File: config.mk
export PLATFORM = sky130hd
export DESIGN_NAME = cdb_arbiter
export DESIGN_NICKNAME = d
export VERILOG_FILES = /design/src/rtl/cdb_arbiter.sv
export SDC_FILE = /design/constraint.sdc
export NUM_CORES = 1
export LEC_CHECK = 0
export BUFFER_PORTS_ARGS = -buffer_cell sky130_fd_sc_hd__clkbuf_2
export CORE_ASPECT_RATIO = 1.5
export CORE_MARGIN = 3
export CORE_UTILIZATION = 30
export CTS_BUF_LIST = sky130_fd_sc_hd__clkbuf_8
export CTS_CLUSTER_SIZE = 10
export DETAILED_ROUTE_END_ITERATION = 6
export HOLD_SLACK_MARGIN = 0.08
export PLACE_DENSITY_LB_ADDON = 0.08
export SLEW_MARGIN = 40
export SYNTH_ARGS = -nofsm -noshare
export SYNTH_HDL_FRONTEND = slang
export SYNTH_SLANG_ARGS = --single-unit
File: constraint.sdc
create_clock -name clk -period 3.6 [get_ports clk]
set_input_delay 0.54 -clock clk [delete_from_list [all_inputs] [get_ports clk]]
set_output_delay 0.54 -clock clk [all_outputs]
set_load 0.05 [all_outputs]
File: src/rtl/cdb_arbiter.sv
// cdb_arbiter: two tagged-result FIFOs (ALU, memory unit) drained round-robin
// onto one registered common-data-bus broadcast slot. Provides registered
// stall back-pressure per producer, a sticky overflow flag and a full flush.
module cdb_arbiter #(
  parameter int DEPTH  = 4,
  parameter int TAG_W  = 3,
  parameter int DATA_W = 32
) (
  input  logic              clk,
  input  logic              rst,
  input  logic              flush,
  input  logic [TAG_W-1:0]  alu_des,
  input  logic [DATA_W-1:0] alu_data,
  input  logic [TAG_W-1:0]  mem_des,
  input  logic [DATA_W-1:0] mem_data,
  output logic              alu_stall,
  output logic              mem_stall,
  output logic [TAG_W-1:0]  cdb_des,
  output logic [DATA_W-1:0] cdb_data,
  output logic              cdb_src,
  output logic              overflow
);

  localparam int PTR_W = $clog2(DEPTH);
  localparam int CNT_W = PTR_W + 1;
  localparam logic [CNT_W-1:0] FULL_CNT  = CNT_W'(DEPTH);
  // One slot of slack is kept for a result already launched when stall rises.
  localparam logic [CNT_W-1:0] STALL_CNT = CNT_W'(DEPTH - 1);

  // Source index 0 is the ALU, 1 is the memory unit; cdb_src uses the same code.
  logic [TAG_W-1:0]  in_tag_p0 [2];
  logic [DATA_W-1:0] in_dat_p0 [2];

  logic [TAG_W-1:0]  tag_mem [2][DEPTH];
  logic [DATA_W-1:0] dat_mem [2][DEPTH];
  logic [PTR_W-1:0]  wptr    [2];
  logic [PTR_W-1:0]  rptr    [2];
  logic [CNT_W-1:0]  cnt     [2];
  logic [CNT_W-1:0]  cnt_nxt [2];

  logic [1:0] not_empty;
  logic [1:0] full;
  logic [1:0] push_req;
  logic [1:0] push;
  logic [1:0] grant;
  logic [1:0] drop;

  // 1 = memory was granted last, so the ALU wins the next tie.
  logic last_grant;

  logic              vld_p0;
  logic              head_src_p0;
  logic [TAG_W-1:0]  head_tag_p0;
  logic [DATA_W-1:0] head_dat_p0;

  // ---- stage p0: arbitration on pre-edge occupancy, push/pop qualification
  // Decide grant, accepted pushes, dropped pushes and next occupancy.
  always_comb begin
    in_tag_p0[0] = alu_des;
    in_dat_p0[0] = alu_data;
    in_tag_p0[1] = mem_des;
    in_dat_p0[1] = mem_data;

    not_empty = '0;
    full      = '0;
    for (int s = 0; s < 2; s++) begin
      not_empty[s] = (cnt[s] != '0);
      full[s]      = (cnt[s] == FULL_CNT);
    end

    grant    = '0;
    grant[0] = not_empty[0] & (~not_empty[1] | last_grant);
    grant[1] = not_empty[1] & (~not_empty[0] | ~last_grant);

    push_req = '0;
    push     = '0;
    drop     = '0;
    for (int s = 0; s < 2; s++) begin
      push_req[s] = (in_tag_p0[s] != '0);
      // A full FIFO still accepts a push when its head leaves on the same edge.
      push[s]     = push_req[s] & ~flush & (~full[s] | grant[s]);
      drop[s]     = push_req[s] & ~flush & full[s] & ~grant[s];
      cnt_nxt[s]  = cnt[s] + CNT_W'(push[s]) - CNT_W'(grant[s]);
    end

    vld_p0      = |grant;
    head_src_p0 = grant[1];
    if (grant[1]) begin
      head_tag_p0 = tag_mem[1][rptr[1]];
      head_dat_p0 = dat_mem[1][rptr[1]];
    end else begin
      head_tag_p0 = tag_mem[0][rptr[0]];
      head_dat_p0 = dat_mem[0][rptr[0]];
    end
  end

  // FIFO pointers and occupancy; flush empties both queues.
  always_ff @(posedge clk or negedge rst) begin
    if (!rst) begin
      for (int s = 0; s < 2; s++) begin
        wptr[s] <= '0;
        rptr[s] <= '0;
        cnt[s]  <= '0;
      end
    end else if (flush) begin
      for (int s = 0; s < 2; s++) begin
        wptr[s] <= '0;
        rptr[s] <= '0;
        cnt[s]  <= '0;
      end
    end else begin
      for (int s = 0; s < 2; s++) begin
        if (push[s]) begin
          wptr[s] <= wptr[s] + PTR_W'(1);
        end
        if (grant[s]) begin
          rptr[s] <= rptr[s] + PTR_W'(1);
        end
        cnt[s] <= cnt_nxt[s];
      end
    end
  end

  // Entry storage; data only, so no reset.
  always_ff @(posedge clk) begin
    for (int s = 0; s < 2; s++) begin
      if (push[s]) begin
        tag_mem[s][wptr[s]] <= in_tag_p0[s];
        dat_mem[s][wptr[s]] <= in_dat_p0[s];
      end
    end
  end

  // Registered stall derived from the post-edge occupancy.
  always_ff @(posedge clk or negedge rst) begin
    if (!rst) begin
      alu_stall <= 1'b0;
      mem_stall <= 1'b0;
    end else if (flush) begin
      alu_stall <= 1'b0;
      mem_stall <= 1'b0;
    end else begin
      alu_stall <= (cnt_nxt[0] >= STALL_CNT);
      mem_stall <= (cnt_nxt[1] >= STALL_CNT);
    end
  end

  // Round-robin history; only moves when a grant is actually issued.
  always_ff @(posedge clk or negedge rst) begin
    if (!rst) begin
      last_grant <= 1'b1;
    end else if (flush) begin
      last_grant <= 1'b1;
    end else if (grant[0]) begin
      last_grant <= 1'b0;
    end else if (grant[1]) begin
      last_grant <= 1'b1;
    end
  end

  // Sticky overflow; survives flush, cleared only by reset.
  always_ff @(posedge clk or negedge rst) begin
    if (!rst) begin
      overflow <= 1'b0;
    end else if (|drop) begin
      overflow <= 1'b1;
    end
  end

  // ---- stage p1: registered broadcast slot
  // Load the granted head onto the bus; tag returns to 0 when idle, data/src hold.
  always_ff @(posedge clk or negedge rst) begin
    if (!rst) begin
      cdb_des  <= '0;
      cdb_data <= '0;
      cdb_src  <= 1'b0;
    end else if (flush) begin
      cdb_des <= '0;
    end else if (vld_p0) begin
      cdb_des  <= head_tag_p0;
      cdb_data <= head_dat_p0;
      cdb_src  <= head_src_p0;
    end else begin
      cdb_des <= '0;
    end
  end

endmodule

==> reports/metrics.cfg <==
[critical_path]
cp_cell_sequence=nor3_4 -> nor2_2 -> a311oi_4 -> inv_1 -> ha_1 -> inv_1 -> ha_1 -> inv_1 -> fa_1 -> xor2_1 -> and2_1 -> nor3_1 -> a21o_1
arrival_ns=3.62
setup.worst_path.end_class=flop
worstRegToRegCells=13
critical_path_class=flop to flop
crit_fanout=7
max_stage_delay_ns=0.49
cpMostUsedCell=inv_1
crit_required_ns=4.13
critPathLaunchType=flop
crit_slowest_cell=a311oi_4

[finish]
n_antenna_cell=0
fillCellCount=4033
syn_to_final_growth_pct=17.43
fin_nets=901
drive_above_1_share_pct=33.80
fin_util_pct=35.92

[die]
dieArea_um2=45650
die-width_um=175.5
core_um2=42250
ios=112
initial_core_util_pct=30.59
die_h_um=260.2
std_cell_rows=92

[drt]
wirelength_um=30420
num_vias=6476
drt_first_pass_iters=5
drtIter0Drc=386
routedWlPerCell_um=21.39
avgViaCountPerCell=4.554
antenna_left=0
drc=0

[global_route]
grt_first_pass_wirelength_um=45460
grt_max_degree=65
grt_pass1_vias=7290
grt_antenna_before_repair=1
grt_usage_pct=13.50
overflow=0

[clock_network]
clock_path_buffers=3
clkLatencyLatePin_ns=0.60
cts_sinks=334
path_clk_slew_ns=0.06
cts-htree-levels=2
cts-root-buf=clkbuf_8
cts-buffers-inserted=53
ctsResizeCount=0
cts_tree=built

[sta]
fin_crit_ns=3.087
skew_ns=0.02216
rsz0062_at_grt=false
setup_tns_ns=0
slew_headroom_pct=53.63
finalHoldViolations=0
hold_slack_ns=0.1623
worst_pin_slew_ns=0.6955
timing.fmax_mhz=323.9
finalSetupViolations=0
period_share_pct=85.76
slew_violations=0

[yosys]
synth-warning-count=0
ys_types=44
ys_seq_elements=334
synth.avg_cell_area_um2=19.55
synth_top_cell_area_share_pct=65.07
syn_nets=748
synthFlopType=edfxtp_1
synth_area_leader_cell=edfxtp_1
yosysSeqAreaShare_pct=75.54
ys_async_sr_fraction_pct=16.17
synth_area_leaders=edfxtp_1 65%, mux4_2 12%, dfrtp_1 10%, nand2_1 1.9%, nor2_1 1.3%
synth_edf_count=280
netlist_instances=661
syn_area_um2=12920
ys_top_cells_by_count=280 x edfxtp_1, 70 x mux4_2, 67 x nand2_1
yosysMostFrequentCell=edfxtp_1

[placed_design]
placement.io_buffers=111
place_congestion=0.7847
dpl.hpwl_um=19570

[pwr]
power_leakage_nw=5.309
power_per_cell_area_nw_per_um2=812.7
peakVddDrop_mv=0.4472

[run_status]
status=complete, no violations

[run]
max_cap_violations=0

[worst_hold_path]
min_path_cells=1
hold_path.class=input pin to flop

[metal layers]
metal,track usage (%),share of wire [%],up-vias
met5,0,0.036,-
met4,5.063,3.1,2
met3,3.067,5.3,64
met2,24.89,54,158
met1,15.12,38,3350
li1,-,-,2902
[cell type report]
cell class | instances | area [um^2] | area share (%)
Multi-Input combinational cell | 282 | 2905 | 19.15
Clock inverter | 41 | 221.5 | 1.460
Tap cell | 564 | 705.7 | 4.651
Sequential cell | 334 | 9764 | 64.35
Clock buffer | 58 | 798.3 | 5.261
Inverter | 14 | 57.56 | 0.3793
Timing Repair Buffer | 129 | 720.7 | 4.750
[power breakdown]
group	total, mW	leakage, nW	internal, mW	switching (mW)
clock	3.10	0.575	1.62	1.47
sequential	5.43	3.20	4.96	0.466
combinational	3.81	1.54	1.31	2.50
total	12.3	5.31	7.90	4.44
[registers in the layout, summed over array words and instances (netlist names)]
register / flops
alu_stall: 1
cdb_data: 32
cdb_des: 3
cdb_src: 1
cnt: 6
dat_mem: 256
last_grant: 1
mem_stall: 1
overflow: 1
rptr: 4
tag_mem: 24
wptr: 4
[through the flow]
stage	instance area (um^2)	power [mW]	setup slack, ns	cells
6_report	15170	12.33	0.5125	1422
5_1_grt	15170	13.09	0.3318	1422
4_1_cts	15170	12.64	0.5223	1422
3_5_place_dp	14140	9.477	0.4753	1322
3_3_place_gp	14140	9.389	0.6319	1322
2_1_floorplan	12920	8.231	0.8746	661
[timing repair]
item / CTS / global route
endpoints found under the hold margin: 37 / 0
setup buffers: 0 / 0
hold buffers: 1 / 0
[placed cells by master, fill, tap and decap left out, drive strengths merged, types with 3 or more instances in the layout]
| master | count |
|---|---|
| edfxtp | 280 |
| clkbuf | 169 |
| mux4 | 70 |
| nand2 | 68 |
| dfrtp | 53 |
| nor2 | 47 |
| a31oi | 32 |
| inv | 27 |
| clkinv | 25 |
| buf | 17 |
| ha | 12 |
| and2 | 9 |
| xnor2 | 5 |
| nor3 | 5 |
| a21o | 3 |
| nor2b | 3 |
| nand2b | 3 |
| a21oi | 3 |
[cell families after synthesis]
kind of cell	after synthesis	synth area share [%]
flip-flops	334	75.54
AND/OR/NAND/NOR	139	4.890
multiplexers	74	12.56
AO/OA/AOI/OAI	48	3.089
buffers and inverters	45	1.975
adder cells (fa/ha/maj)	14	1.472
XOR/XNOR	7	0.4745
[worst max-delay path: cells and delay by family, from the launching register on]
family	cells	cell delay, ns
AOI/OAI and AO/OA	2	0.61
xor gates and xnor gates	1	0.17
adders and majority gates	3	0.81
buffers and inverters	3	0.22
DFF	1	0.45
and+or+nand+nor	4	0.78
[worst paths after layout]
path,start,end,slack (ns)
max in group asynchronous,rst,cdb_data[4]$_DFFE_PN0P_,2.42
min in group asynchronous,rst,cnt[5]$_DFF_PN0_,0.51
max,cnt[1]$_DFF_PN0_,alu_stall$_DFF_PN0_,0.51
min reg2reg,cdb_src$_DFFE_PN0P_,cdb_src$_DFFE_PN0P_,0.49
min,alu_data[18],dat_mem[0][82]$_DFFE_PP_,0.16
max reg2reg,cnt[1]$_DFF_PN0_,alu_stall$_DFF_PN0_,0.51
No activity file was read; power rests on OpenSTA's default activity.
